==> src/rtl/bp_ecg_scheduler.sv <==
// BP-mode entropy encoder sequencer: 3 components x 4 ECGs per block.
// Carries sign bits within a component, stuffs underflow on the final ECG.
module bp_ecg_scheduler #(
    parameter int DATA_WIDTH = 10
) (
    input  logic                      i_clk,
    input  logic                      i_rst,
    input  logic                      i_blk_start,
    input  logic [2:0]                i_blk_comp_skip,
    input  logic [1:0]                i_blk_sub_sample,
    input  logic [7:0]                i_blk_min_bits,
    output logic                      o_blk_busy,
    output logic                      o_blk_done,
    output logic                      o_blk_err,
    output logic [11:0]               o_blk_bits,
    input  logic                      i_grp_valid,
    output logic                      o_grp_ready,
    input  logic [4*DATA_WIDTH-1:0]   i_grp_data,
    output logic [DATA_WIDTH-1:0]     o_enc_sample_1,
    output logic [DATA_WIDTH-1:0]     o_enc_sample_2,
    output logic [DATA_WIDTH-1:0]     o_enc_sample_3,
    output logic [DATA_WIDTH-1:0]     o_enc_sample_4,
    output logic [1:0]                o_enc_ecgidx,
    output logic [1:0]                o_enc_component_idx,
    output logic                      o_enc_component_skip,
    output logic [1:0]                o_enc_sub_sample_info,
    output logic                      o_enc_underflow_prev,
    output logic [7:0]                o_enc_stuffing_bits,
    output logic [11:0]               o_enc_sign_bits_in,
    output logic [3:0]                o_enc_sign_size_in,
    input  logic [49:0]               i_enc_encoded_ECG,
    input  logic [6:0]                i_enc_size,
    input  logic                      i_enc_valid_op,
    input  logic [3:0]                i_enc_sign_bits_out,
    input  logic [2:0]                i_enc_sign_size_out,
    output logic                      o_out_valid,
    input  logic                      i_out_ready,
    output logic [49:0]               o_out_ecg,
    output logic [6:0]                o_out_size,
    output logic [1:0]                o_out_comp,
    output logic [1:0]                o_out_ecgidx
);
    localparam int DW = DATA_WIDTH;

    typedef enum logic [2:0] {
        ST_IDLE,
        ST_FETCH,
        ST_ISSUE,
        ST_CAPTURE,
        ST_HOLD,
        ST_DONE
    } state_t;

    state_t      r_state;
    logic [1:0]  r_comp;
    logic [1:0]  r_ecg;
    logic [2:0]  r_skip_mask;
    logic [1:0]  r_sub;
    logic [7:0]  r_min_bits;
    logic [11:0] r_carry;
    logic [3:0]  r_carry_sz;

    logic [3:0]  w_skip4;
    logic        w_cur_skip;
    logic [1:0]  w_nxt_comp;
    logic        w_nxt_skip;
    logic        w_last;
    logic        w_uflow;
    logic [2:0]  w_sgn_sz;
    logic [3:0]  w_sgn_mask;
    logic [11:0] w_sgn_bits;

    always_comb begin
        w_skip4    = {1'b0, r_skip_mask};
        w_cur_skip = w_skip4[r_comp];
        w_nxt_comp = (r_ecg == 2'd3) ? r_comp + 2'd1 : r_comp;
        w_nxt_skip = w_skip4[w_nxt_comp];
        w_last     = (r_comp == 2'd2) && (r_ecg == 2'd3);
        w_uflow    = w_last && (o_blk_bits < {4'd0, r_min_bits});
        // the encoder never reports more than 4 sign bits per ECG
        w_sgn_sz   = (i_enc_sign_size_out > 3'd4) ? 3'd4 : i_enc_sign_size_out;
        w_sgn_mask = 4'h0;
        unique case (w_sgn_sz)
            3'd0:    w_sgn_mask = 4'h0;
            3'd1:    w_sgn_mask = 4'h1;
            3'd2:    w_sgn_mask = 4'h3;
            3'd3:    w_sgn_mask = 4'h7;
            default: w_sgn_mask = 4'hF;
        endcase
        w_sgn_bits = {8'd0, i_enc_sign_bits_out & w_sgn_mask};
    end

    always_ff @(posedge i_clk) begin
        if (!i_rst) begin
            r_state               <= ST_IDLE;
            r_comp                <= '0;
            r_ecg                 <= '0;
            r_skip_mask           <= '0;
            r_sub                 <= '0;
            r_min_bits            <= '0;
            r_carry               <= '0;
            r_carry_sz            <= '0;
            o_blk_busy            <= 1'b0;
            o_blk_done            <= 1'b0;
            o_blk_err             <= 1'b0;
            o_blk_bits            <= '0;
            o_grp_ready           <= 1'b0;
            o_enc_sample_1        <= '0;
            o_enc_sample_2        <= '0;
            o_enc_sample_3        <= '0;
            o_enc_sample_4        <= '0;
            o_enc_ecgidx          <= '0;
            o_enc_component_idx   <= '0;
            o_enc_component_skip  <= 1'b0;
            o_enc_sub_sample_info <= '0;
            o_enc_underflow_prev  <= 1'b0;
            o_enc_stuffing_bits   <= '0;
            o_enc_sign_bits_in    <= '0;
            o_enc_sign_size_in    <= '0;
            o_out_valid           <= 1'b0;
            o_out_ecg             <= '0;
            o_out_size            <= '0;
            o_out_comp            <= '0;
            o_out_ecgidx          <= '0;
        end else begin
            o_blk_done <= 1'b0;
            unique case (r_state)
                ST_IDLE: begin
                    if (i_blk_start) begin
                        r_skip_mask <= i_blk_comp_skip;
                        r_sub       <= i_blk_sub_sample;
                        r_min_bits  <= i_blk_min_bits;
                        r_comp      <= '0;
                        r_ecg       <= '0;
                        r_carry     <= '0;
                        r_carry_sz  <= '0;
                        o_blk_err   <= 1'b0;
                        o_blk_bits  <= '0;
                        o_blk_busy  <= 1'b1;
                        o_grp_ready <= !i_blk_comp_skip[0];
                        r_state     <= ST_FETCH;
                    end
                end
                ST_FETCH: begin
                    if (w_cur_skip || (o_grp_ready && i_grp_valid)) begin
                        o_grp_ready           <= 1'b0;
                        o_enc_sample_1        <= w_cur_skip ? '0 : i_grp_data[DW-1:0];
                        o_enc_sample_2        <= w_cur_skip ? '0 : i_grp_data[2*DW-1:DW];
                        o_enc_sample_3        <= w_cur_skip ? '0 : i_grp_data[3*DW-1:2*DW];
                        o_enc_sample_4        <= w_cur_skip ? '0 : i_grp_data[4*DW-1:3*DW];
                        o_enc_ecgidx          <= r_ecg;
                        o_enc_component_idx   <= r_comp;
                        o_enc_component_skip  <= w_cur_skip;
                        o_enc_sub_sample_info <= r_sub;
                        o_enc_underflow_prev  <= w_uflow;
                        o_enc_stuffing_bits   <= w_uflow ? r_min_bits - o_blk_bits[7:0] : '0;
                        o_enc_sign_bits_in    <= (r_ecg == 2'd3) ? r_carry : '0;
                        o_enc_sign_size_in    <= (r_ecg == 2'd3) ? r_carry_sz : '0;
                        r_state               <= ST_ISSUE;
                    end
                end
                ST_ISSUE: begin
                    r_state <= ST_CAPTURE;
                end
                ST_CAPTURE: begin
                    o_out_ecg    <= i_enc_encoded_ECG;
                    o_out_size   <= i_enc_size;
                    o_out_comp   <= r_comp;
                    o_out_ecgidx <= r_ecg;
                    o_blk_bits   <= o_blk_bits + {5'd0, i_enc_size};
                    if (!i_enc_valid_op) begin
                        o_blk_err <= 1'b1;
                    end
                    if (r_ecg == 2'd3) begin
                        r_carry    <= '0;
                        r_carry_sz <= '0;
                    end else begin
                        r_carry    <= (r_carry << w_sgn_sz) | w_sgn_bits;
                        r_carry_sz <= r_carry_sz + {1'b0, w_sgn_sz};
                    end
                    o_out_valid <= 1'b1;
                    r_state     <= ST_HOLD;
                end
                ST_HOLD: begin
                    if (i_out_ready) begin
                        o_out_valid <= 1'b0;
                        if (w_last) begin
                            o_blk_busy <= 1'b0;
                            o_blk_done <= 1'b1;
                            r_state    <= ST_DONE;
                        end else begin
                            r_ecg       <= r_ecg + 2'd1;
                            r_comp      <= w_nxt_comp;
                            o_grp_ready <= !w_nxt_skip;
                            r_state     <= ST_FETCH;
                        end
                    end
                end
                ST_DONE: begin
                    r_state <= ST_IDLE;
                end
                default: begin
                    r_state <= ST_IDLE;
                end
            endcase
        end
    end

endmodule

==> config.mk <==
export PLATFORM = sky130hd
export DESIGN_NAME = bp_ecg_scheduler
export DESIGN_NICKNAME = d
export VERILOG_FILES = /design/src/rtl/bp_ecg_scheduler.sv
export SDC_FILE = /design/constraint.sdc
export NUM_CORES = 1
export LEC_CHECK = 0
export CAP_MARGIN = 15
export CORE_MARGIN = 1
export CORE_UTILIZATION = 40
export CTS_CLUSTER_SIZE = 14
export DETAILED_ROUTE_END_ITERATION = 10
export GPL_TIMING_DRIVEN = 0
export PLACE_DENSITY = 0.82
export SLEW_MARGIN = 5
export SYNTH_ARGS = -nofsm -noshare
export SYNTH_HDL_FRONTEND = slang
export SYNTH_SLANG_ARGS = --single-unit
==> constraint.sdc <==
create_clock -name i_clk -period 2.7 [get_ports i_clk]
set_clock_uncertainty 0.1 [all_clocks]
set_input_delay 0.27 -clock i_clk [delete_from_list [all_inputs] [get_ports i_clk]]
set_output_delay 0.27 -clock i_clk [all_outputs]
set_load 0.02 [all_outputs]
Word level (Yosys, flattened, before mapping). Index checks and enable logic that the tools add are counted.

Bits in registers: 186. Word-level logic and storage cells: 127. Output and inout port bits: 150.

Equality and inequality tests: 15. Bitwise logic cells: 2. Shifts and indexed selects: 1. Magnitude comparators: 4. Add/subtract/negate cells: 5. Reductions and logical operators: 22. Muxes and demuxes: 48.

Operator list (count): 12-bit one-hot mux with 2 select lines (2); 10-bit 2-to-1 mux (4); 12-bit 2-to-1 mux (3); 4-bit one-hot mux with 4 select lines (1); 3-bit 2-to-1 mux (5); 3-bit one-hot mux with 5 select lines (1); 1-bit 2-to-1 mux (13); 12-bit by 7-bit adder with 12-bit output (1); 3-bit by 2-bit equality test with 1-bit output, second input constant (4); 12-bit by 8-bit < comparator with 1-bit output (1); 2-bit 2-to-1 mux (6); 4-bit 2-to-1 mux (3); 2-bit inequality test, second input constant (6); 12-bit by 4-bit OR with 12-bit output (1); 12-bit by 3-bit << shifter with 12-bit output (1); 3-bit AND reduction (3); 8-bit 2-to-1 mux (1); 2-bit one-hot mux with 2 select lines (2); 4-bit one-hot mux with 2 select lines (1); 2-bit AND reduction (4); 4-bit AND reduction (2); 8-bit subtractor (1); 3-bit by 1-bit equality test with 1-bit output, second input constant (2); 3-bit logical NOT (2); other kinds (16) (27).

Logic depth before layout (Yosys ltp). Gate-level depths: netlist of the first run.

Depth in word-level cells: 8. Gate-level depth with buffers: 10. Gate-level depth less buffers: 9.

Worst setup path before layout of the first run. Ideal clock, no wire load.

Path type: flip-flop to flip-flop. Start: register o_blk_bits[0]. End: register o_enc_stuffing_bits[4]. Clock period less this slack: 2.213 ns. Slack: 0.487 ns. Arrival time: 2.042 ns. Cell stages (with the launch flop): 9. Path through: dfxtp_1 -> ha_1 -> inv_1 -> fa_1 -> a21o_1 -> a21oi_1 -> xor2_1 -> or4_1 -> a21oi_1.

Word-level cells in the longest chain between the ends: 3.

RTL lines: start, declared (line 15) `output logic [11:0] o_blk_bits,`; start signal, assigned (line 170) `o_blk_bits <= o_blk_bits + {5'd0, i_enc_size};`; 12-bit by 8-bit < comparator with 1-bit output (line 79) `w_uflow = w_last && (o_blk_bits < {4'd0, r_min_bits});`; 1-bit logical AND (line 79); 8-bit 2-to-1 mux * (line 156) `o_enc_stuffing_bits <= w_uflow ? r_min_bits - o_blk_bits[7:0] : '0;`; end signal, assigned (line 156); end, declared (line 28) `output logic [7:0] o_enc_stuffing_bits,`.

Mark *: on every way between the ends. The rest lies on a longest branch, timed or not. A chain may end at the register's enable or synchronous reset.

Worst setup path in the final report of the first run.
Start: register r_comp[0]. End: register o_enc_stuffing_bits[5].

Word-level cells in the longest chain between the ends: 4.

RTL lines: start, declared (line 55) `logic [1:0] r_comp;`; start signal, assigned (line 193) `r_comp <= w_nxt_comp;`; 1-bit binary-select mux with 2-bit select / 2-bit equality test (equally long branches) (line 75, 78); 1-bit 2-to-1 mux (not written as such) / 1-bit logical AND (equally long branches) (line 75, 78); 1-bit logical OR / 1-bit logical AND (equally long branches) (line 145, 79); 2-bit AND reduction (no line) / 8-bit 2-to-1 mux (equally long branches).

Parallel ways exist; a longest one is shown, timed or not. The select of a mux whose other input is x is not followed.

==> results.json, run 1 <==
{
  "arrival_ns": 2.72,
  "timing.final.crit_share_pct": 92.08,
  "hold_viol": 0,
  "rrSetupSlack_ns": 0.21,
  "coreArea_um2": 20430,
  "clk_pin_slew_worst_paths_ns": 0.07,
  "cp.required_ns": 2.94,
  "hold_path_class": "input port to register",
  "max_freq_mhz": 402.2,
  "worst_pin_slew_ns": 0.7536,
  "combPwrFrac_pct": 22.7,
  "ir_worst_vdd_mv": 0.4903,
  "r2r-end": "o_enc_stuffing_bits[5]$_SDFFE_PN0P_",
  "synth_top_family_by_area": "simple AND/OR/NAND/NOR gates",
  "final_common_cell": "clkdlybuf4s50_1",
  "clk_latency_ns": 0.43,
  "slew_headroom_pct": 49.76,
  "synth_compound_area_share_pct": 20.51,
  "grt_antenna_before_repair": 0,
  "rsz0062_at_grt": "no",
  "numCtsBuffers": 17,
  "grt_usage_pct": 25.12,
  "cts_tree": "built",
  "p_int_mw": 4.881,
  "synth_cell_type_count": 64,
  "grt_pass1_wl_mm": 42.79,
  "worstHoldStart": "i_blk_min_bits[6]",
  "grt_overflow": 0,
  "clockBufferDepth": 2,
  "dp_hpwl_mm": 20.05,
  "post_cts_buffers": 0,
  "ys_async_sr_fraction_pct": 0,
  "first_pass_iters": 5,
  "synthSimpleGateAreaFrac_pct": 21.92,
  "die-area_um2": 21590,
  "synth_area_per_cell_um2": 8.245,
  "drt-wirelength-per-cell_um": 17.12,
  "worstSetupPathType": "register to register",
  "post_cts_resized": 0,
  "worstSetupStartpointType": "register",
  "critPathMaxFanout": 10,
  "ys_ff_latch": 186,
  "syn_nets": 1172,
  "via_count": 8524,
  "r2r_cells": 8,
  "regToRegStartpoint": "r_comp[0]$_SDFFE_PN0P_",
  "final_cells": 1591,
  "viasPerCell": 5.358,
  "power.leakage_nw": 4.183,
  "synthAdderAreaFrac_pct": 4.736,
  "status": "finished clean",
  "drive_above_1_share_pct": 5.223,
  "synth_edf_count": 0,
  "dpl_worst_slack_ns": -0.05779,
  "min_path_cells": 3,
  "seqPwrFrac_pct": 42.1,
  "numPortBuffers": 271,
  "synth-main-ff-cell": "dfxtp_1",
  "die_x_um": 146.9,
  "clock_sink_count": 186,
  "synthCells": 1019,
  "max_cap_violations": 0,
  "setup_violations": 0,
  "drcViolationCount": 0,
  "wirelength_mm": 27.24,
  "antenna-diode-count": 0,
  "ys_seq_area_share_pct": 44.32,
  "ys_warn_count": 0,
  "power.density_nw_per_um2": 588.5,
  "first_global_vias": 8328,
  "switchingPower_mw": 2.195,
  "clockRootBuffer": "clkbuf_16",
  "swShare_pct": 31.02,
  "final_util_pct": 58.86,
  "layout_common_cells": "clkdlybuf4s50_1 (271), nand2_1 (250), dfxtp_1 (186)",
  "period_minus_slack_ns": 2.486,
  "finalNetCount": 1462,
  "drt_iter0_drc": 606,
  "postCtsHoldBufs": 0,
  "synth_xor_area_share_pct": 1.042,
  "start_util_pct": 41.13,
  "area_growth_pct": 43.11,
  "setup_tns_ns": 0,
  "fin_ws_ns": 0.2138,
  "hold_end": "r_min_bits[6]$_SDFFE_PN0P_",
  "grt_max_degree": 18,
  "ios": 273,
  "syn_area_um2": 8402,
  "ant_nets": 0,
  "synth_mux_area_share_pct": 2.308,
  "clockPowerShare_pct": 35.2,
  "rows": 52,
  "cts_htree_levels": 4,
  "placed_cells": 1560,
  "gp_congestion": 0.9213,
  "final_max_slew_viol_count": 0,
  "die_h_um": 146.9,
  "endpoint_kind": "register"
}
-- routing by layer --
layer | part of all wire (%) | track usage, % | up-vias
met3 | 9.7 | 6.801 | 45
met2 | 48 | 44.03 | 411
met5 | 0 | 0 | -
met1 | 40 | 29.94 | 3989
met4 | 1.8 | 7.320 | 0
li1 | - | - | 4079
-- critical path, cell delays in order (launching register included) --
cell and delay (ns):
dfxtp_1 0.31, buf_4 0.17, mux2i_1 0.42, o211ai_2 0.16, nand2_1 0.19, buf_4 0.25
clkbuf_1 0.53, nand3_1 0.18, o41ai_2 0.08
-- flip-flops by register name, summed over array words and instances (netlist names), 7 cells and up --
register             flops
o_out_ecg               50
o_blk_bits              12
o_enc_sign_bits_in      12
r_carry                 12
o_enc_sample_1          10
o_enc_sample_2          10
o_enc_sample_3          10
o_enc_sample_4          10
o_enc_stuffing_bits      8
r_min_bits               8
o_out_size               7
-- cell type report --
type | count | area, µm²
clock buffer | 19 | 442.9
timing repair buffer | 271 | 2713
multi-input combinational | 730 | 4244
clock inverter | 12 | 128.9
inverter | 30 | 112.6
sequential | 186 | 3724
tap | 270 | 337.8
buffer | 73 | 321.6
fill | 1818 | 8406
-- synth_stat cells (7+ instances only) --
cell      number  share of area, %
clkbuf_1      40               1.8
nor3_1         7              0.42
o21ai_0       13              0.77
a21boi_0      73               6.5
nor2_1        33               1.5
a21oi_1       92               5.5
inv_1         29               1.3
nor2b_1       11              0.82
buf_2         22               1.3
nand3_1       68               4.1
or4_1          8              0.71
dfxtp_1      186                44
mux2i_1       16               1.9
a22oi_1       11              0.98
nand2_1      250                11
ha_1          27               4.0
a21boi_1       9              0.80
o21a_1        10              0.89
-- how the worst max path moves through the flow --
stage                                    start                                   to  slack [ns]  cells past startpoint
global route            r_comp[0]$_SDFFE_PN0P_  o_enc_stuffing_bits[6]$_SDFFE_PN0P_        0.08                      8
global placement                         i_rst       o_enc_sample_1[8]$_SDFFE_PN0P_       -0.04                      5
finish                  r_comp[0]$_SDFFE_PN0P_  o_enc_stuffing_bits[5]$_SDFFE_PN0P_        0.21                      8
CTS                     r_comp[0]$_SDFFE_PN0P_  o_enc_stuffing_bits[5]$_SDFFE_PN0P_        0.27                      8
floorplan           o_blk_bits[0]$_SDFFE_PN0P_  o_enc_stuffing_bits[4]$_SDFFE_PN0P_        0.49                      8
detailed placement                       i_rst           r_min_bits[0]$_SDFFE_PN0P_       -0.06                      5
-- stage by stage --
step	hold slack (ns)	cell area, µm²	total power [mW]
finish	0.2859	12020	7.076
floorplan	0.2838	8402	3.929
detailed placement	0.3430	11450	4.621
global route	0.2948	12020	7.377
global placement	0.3376	11450	4.593
CTS	0.2793	12020	7.099
-- cells by family after synthesis --
family          count (synthesis)
compound gates                256
xor+xnor                       10
fa+ha+maj                      30
buf+inv                       103
flops                         186
mux                            19
simple gates                  415
-- power groups by stage --
| stage | combinational (mW) | clock, mW | sequential (mW) |
|---|---|---|---|
| 2_1_floorplan | 0.770 | 0 | 3.16 |
| 3_3_place_gp | 1.56 | 0 | 3.04 |
| 3_5_place_dp | 1.58 | 0 | 3.04 |
| 4_1_cts | 1.59 | 2.52 | 2.98 |
| 5_1_grt | 1.74 | 2.64 | 3.00 |
| 6_report | 1.61 | 2.49 | 2.98 |
Power figures use the tool's default switching activity.
==> run 2, diff against run 1 <==
- CTS_CLUSTER_DIAMETER: unset -> 60
- SETUP_SLACK_MARGIN: unset -> 0.1
==> results.json, run 2 (synthesized netlist as in run 1, its figures left out) <==
{
  "grt_max_degree": 18,
  "critPathMaxFanout": 10,
  "ir_worst_vdd_mv": 0.4879,
  "die_x_um": 146.9,
  "fin_area_um2": 12030,
  "antenna-diode-count": 0,
  "start_util_pct": 41.13,
  "clk_pin_slew_worst_paths_ns": 0.07,
  "grt_antenna_before_repair": 0,
  "coreArea_um2": 20430,
  "dp_hpwl_mm": 20.05,
  "slew_headroom_pct": 49.76,
  "ant_nets": 0,
  "post_cts_resized": 0,
  "rrSetupSlack_ns": 0.24,
  "clock_sink_count": 186,
  "clockRootBuffer": "clkbuf_16",
  "ios": 273,
  "max_cap_violations": 0,
  "drcViolationCount": 0,
  "wirelength_mm": 27.23,
  "gp_congestion": 0.9213,
  "layout_common_cells": "clkdlybuf4s50_1 (271), nand2_1 (250), dfxtp_1 (186)",
  "rows": 52,
  "worstSetupPathType": "register to register",
  "largest-register": "o_out_ecg",
  "status": "finished clean",
  "grt_pass1_wl_mm": 42.79,
  "endpoint_kind": "register",
  "post_cts_buffers": 0,
  "power.density_nw_per_um2": 588.3,
  "worstSetupStartpointType": "register",
  "hold_path_class": "input port to register",
  "postCtsHoldBufs": 0,
  "area_growth_pct": 43.13,
  "cts_tree": "built",
  "max_freq_mhz": 405.7,
  "die-area_um2": 21590,
  "final_util_pct": 58.86,
  "final_max_slew_viol_count": 0,
  "worst_pin_slew_ns": 0.7536,
  "via_count": 8525,
  "hold_viol": 0,
  "period_minus_slack_ns": 2.465,
  "drive_above_1_share_pct": 5.299,
  "final_common_cell": "clkdlybuf4s50_1",
  "numPortBuffers": 271,
  "first_pass_iters": 5,
  "cp.required_ns": 2.96,
  "place_area_um2": 11450,
  "timing.final.crit_share_pct": 91.29,
  "power.leakage_nw": 4.185,
  "finalNetCount": 1462,
  "largest_reg_flops": 50,
  "clockBufferDepth": 2,
  "viasPerCell": 5.358,
  "arrival_ns": 2.73,
  "setup_tns_ns": 0,
  "drt-wirelength-per-cell_um": 17.11,
  "cts_htree_levels": 4,
  "whs_ns": 0.2870,
  "first_global_vias": 8328,
  "numCtsBuffers": 17,
  "grt_usage_pct": 25.12,
  "clk_latency_ns": 0.43,
  "drt_iter0_drc": 606,
  "die_h_um": 146.9,
  "setup_violations": 0,
  "grt_overflow": 0,
  "rsz0062_at_grt": "no"
}
## run 2: cell counts in the layout (fill, tap and decap cells not counted)
Identical to the previous run, type by type.
## run 2: power by group
part / leakage [nW] / internal (mW) / switching [mW]
combinational: 2.40 / 0.671 / 0.936
sequential: 1.50 / 2.89 / 0.0961
clock: 0.281 / 1.32 / 1.16
## run 2: stage by stage
step           worst slack, ns  total power, mW  std cells
6_report                0.2351            7.074       1591
5_1_grt                 0.1461            7.378       1591
2_1_floorplan           0.4873            3.929       1019
3_3_place_gp          -0.03507            4.593       1560
3_5_place_dp          -0.05779            4.621       1560
4_1_cts                 0.2712            7.099       1591
## run 2: final timing paths
path,cells past startpoint,from,end
hold reg to reg,2,o_enc_sample_3[4]$_SDFFE_PN0P_,o_enc_sample_3[4]$_SDFFE_PN0P_
hold / removal,3,i_blk_min_bits[6],r_min_bits[6]$_SDFFE_PN0P_
setup / recovery,7,r_ecg[0]$_SDFFE_PN0P_,o_enc_stuffing_bits[4]$_SDFFE_PN0P_
setup reg to reg,7,r_ecg[0]$_SDFFE_PN0P_,o_enc_stuffing_bits[4]$_SDFFE_PN0P_
## run 2: area by class of cell
| type | count | area (µm²) |
|---|---|---|
| plain buffers | 73 | 322.8 |
| clock buffers | 19 | 442.9 |
| clock inverters | 12 | 128.9 |
| fillers | 1818 | 8404 |
| inverters | 30 | 112.6 |
| multi-input cells | 730 | 4244 |
| flip-flops and latches | 186 | 3724 |
| well taps | 270 | 337.8 |
| repair buffers | 271 | 2713 |
## run 2: metal layers
layer  vias up  global-route usage (%)  share of wire, %
li1       4080                       -                 -
met1      3991                   29.94                40
met2       410                   44.03                48
met3        44                   6.801               9.6
met4         0                   7.320               1.8
met5         -                       0                 0
## run 2: critical path, stage by stage, from the launching register on
cell,delay [ns]
dfxtp_1,0.50
ha_1,0.24
buf_6,0.15
nand2_4,0.07
a2111oi_4,0.32
nand4_2,0.23
or4_1,0.61
a21oi_1,0.17
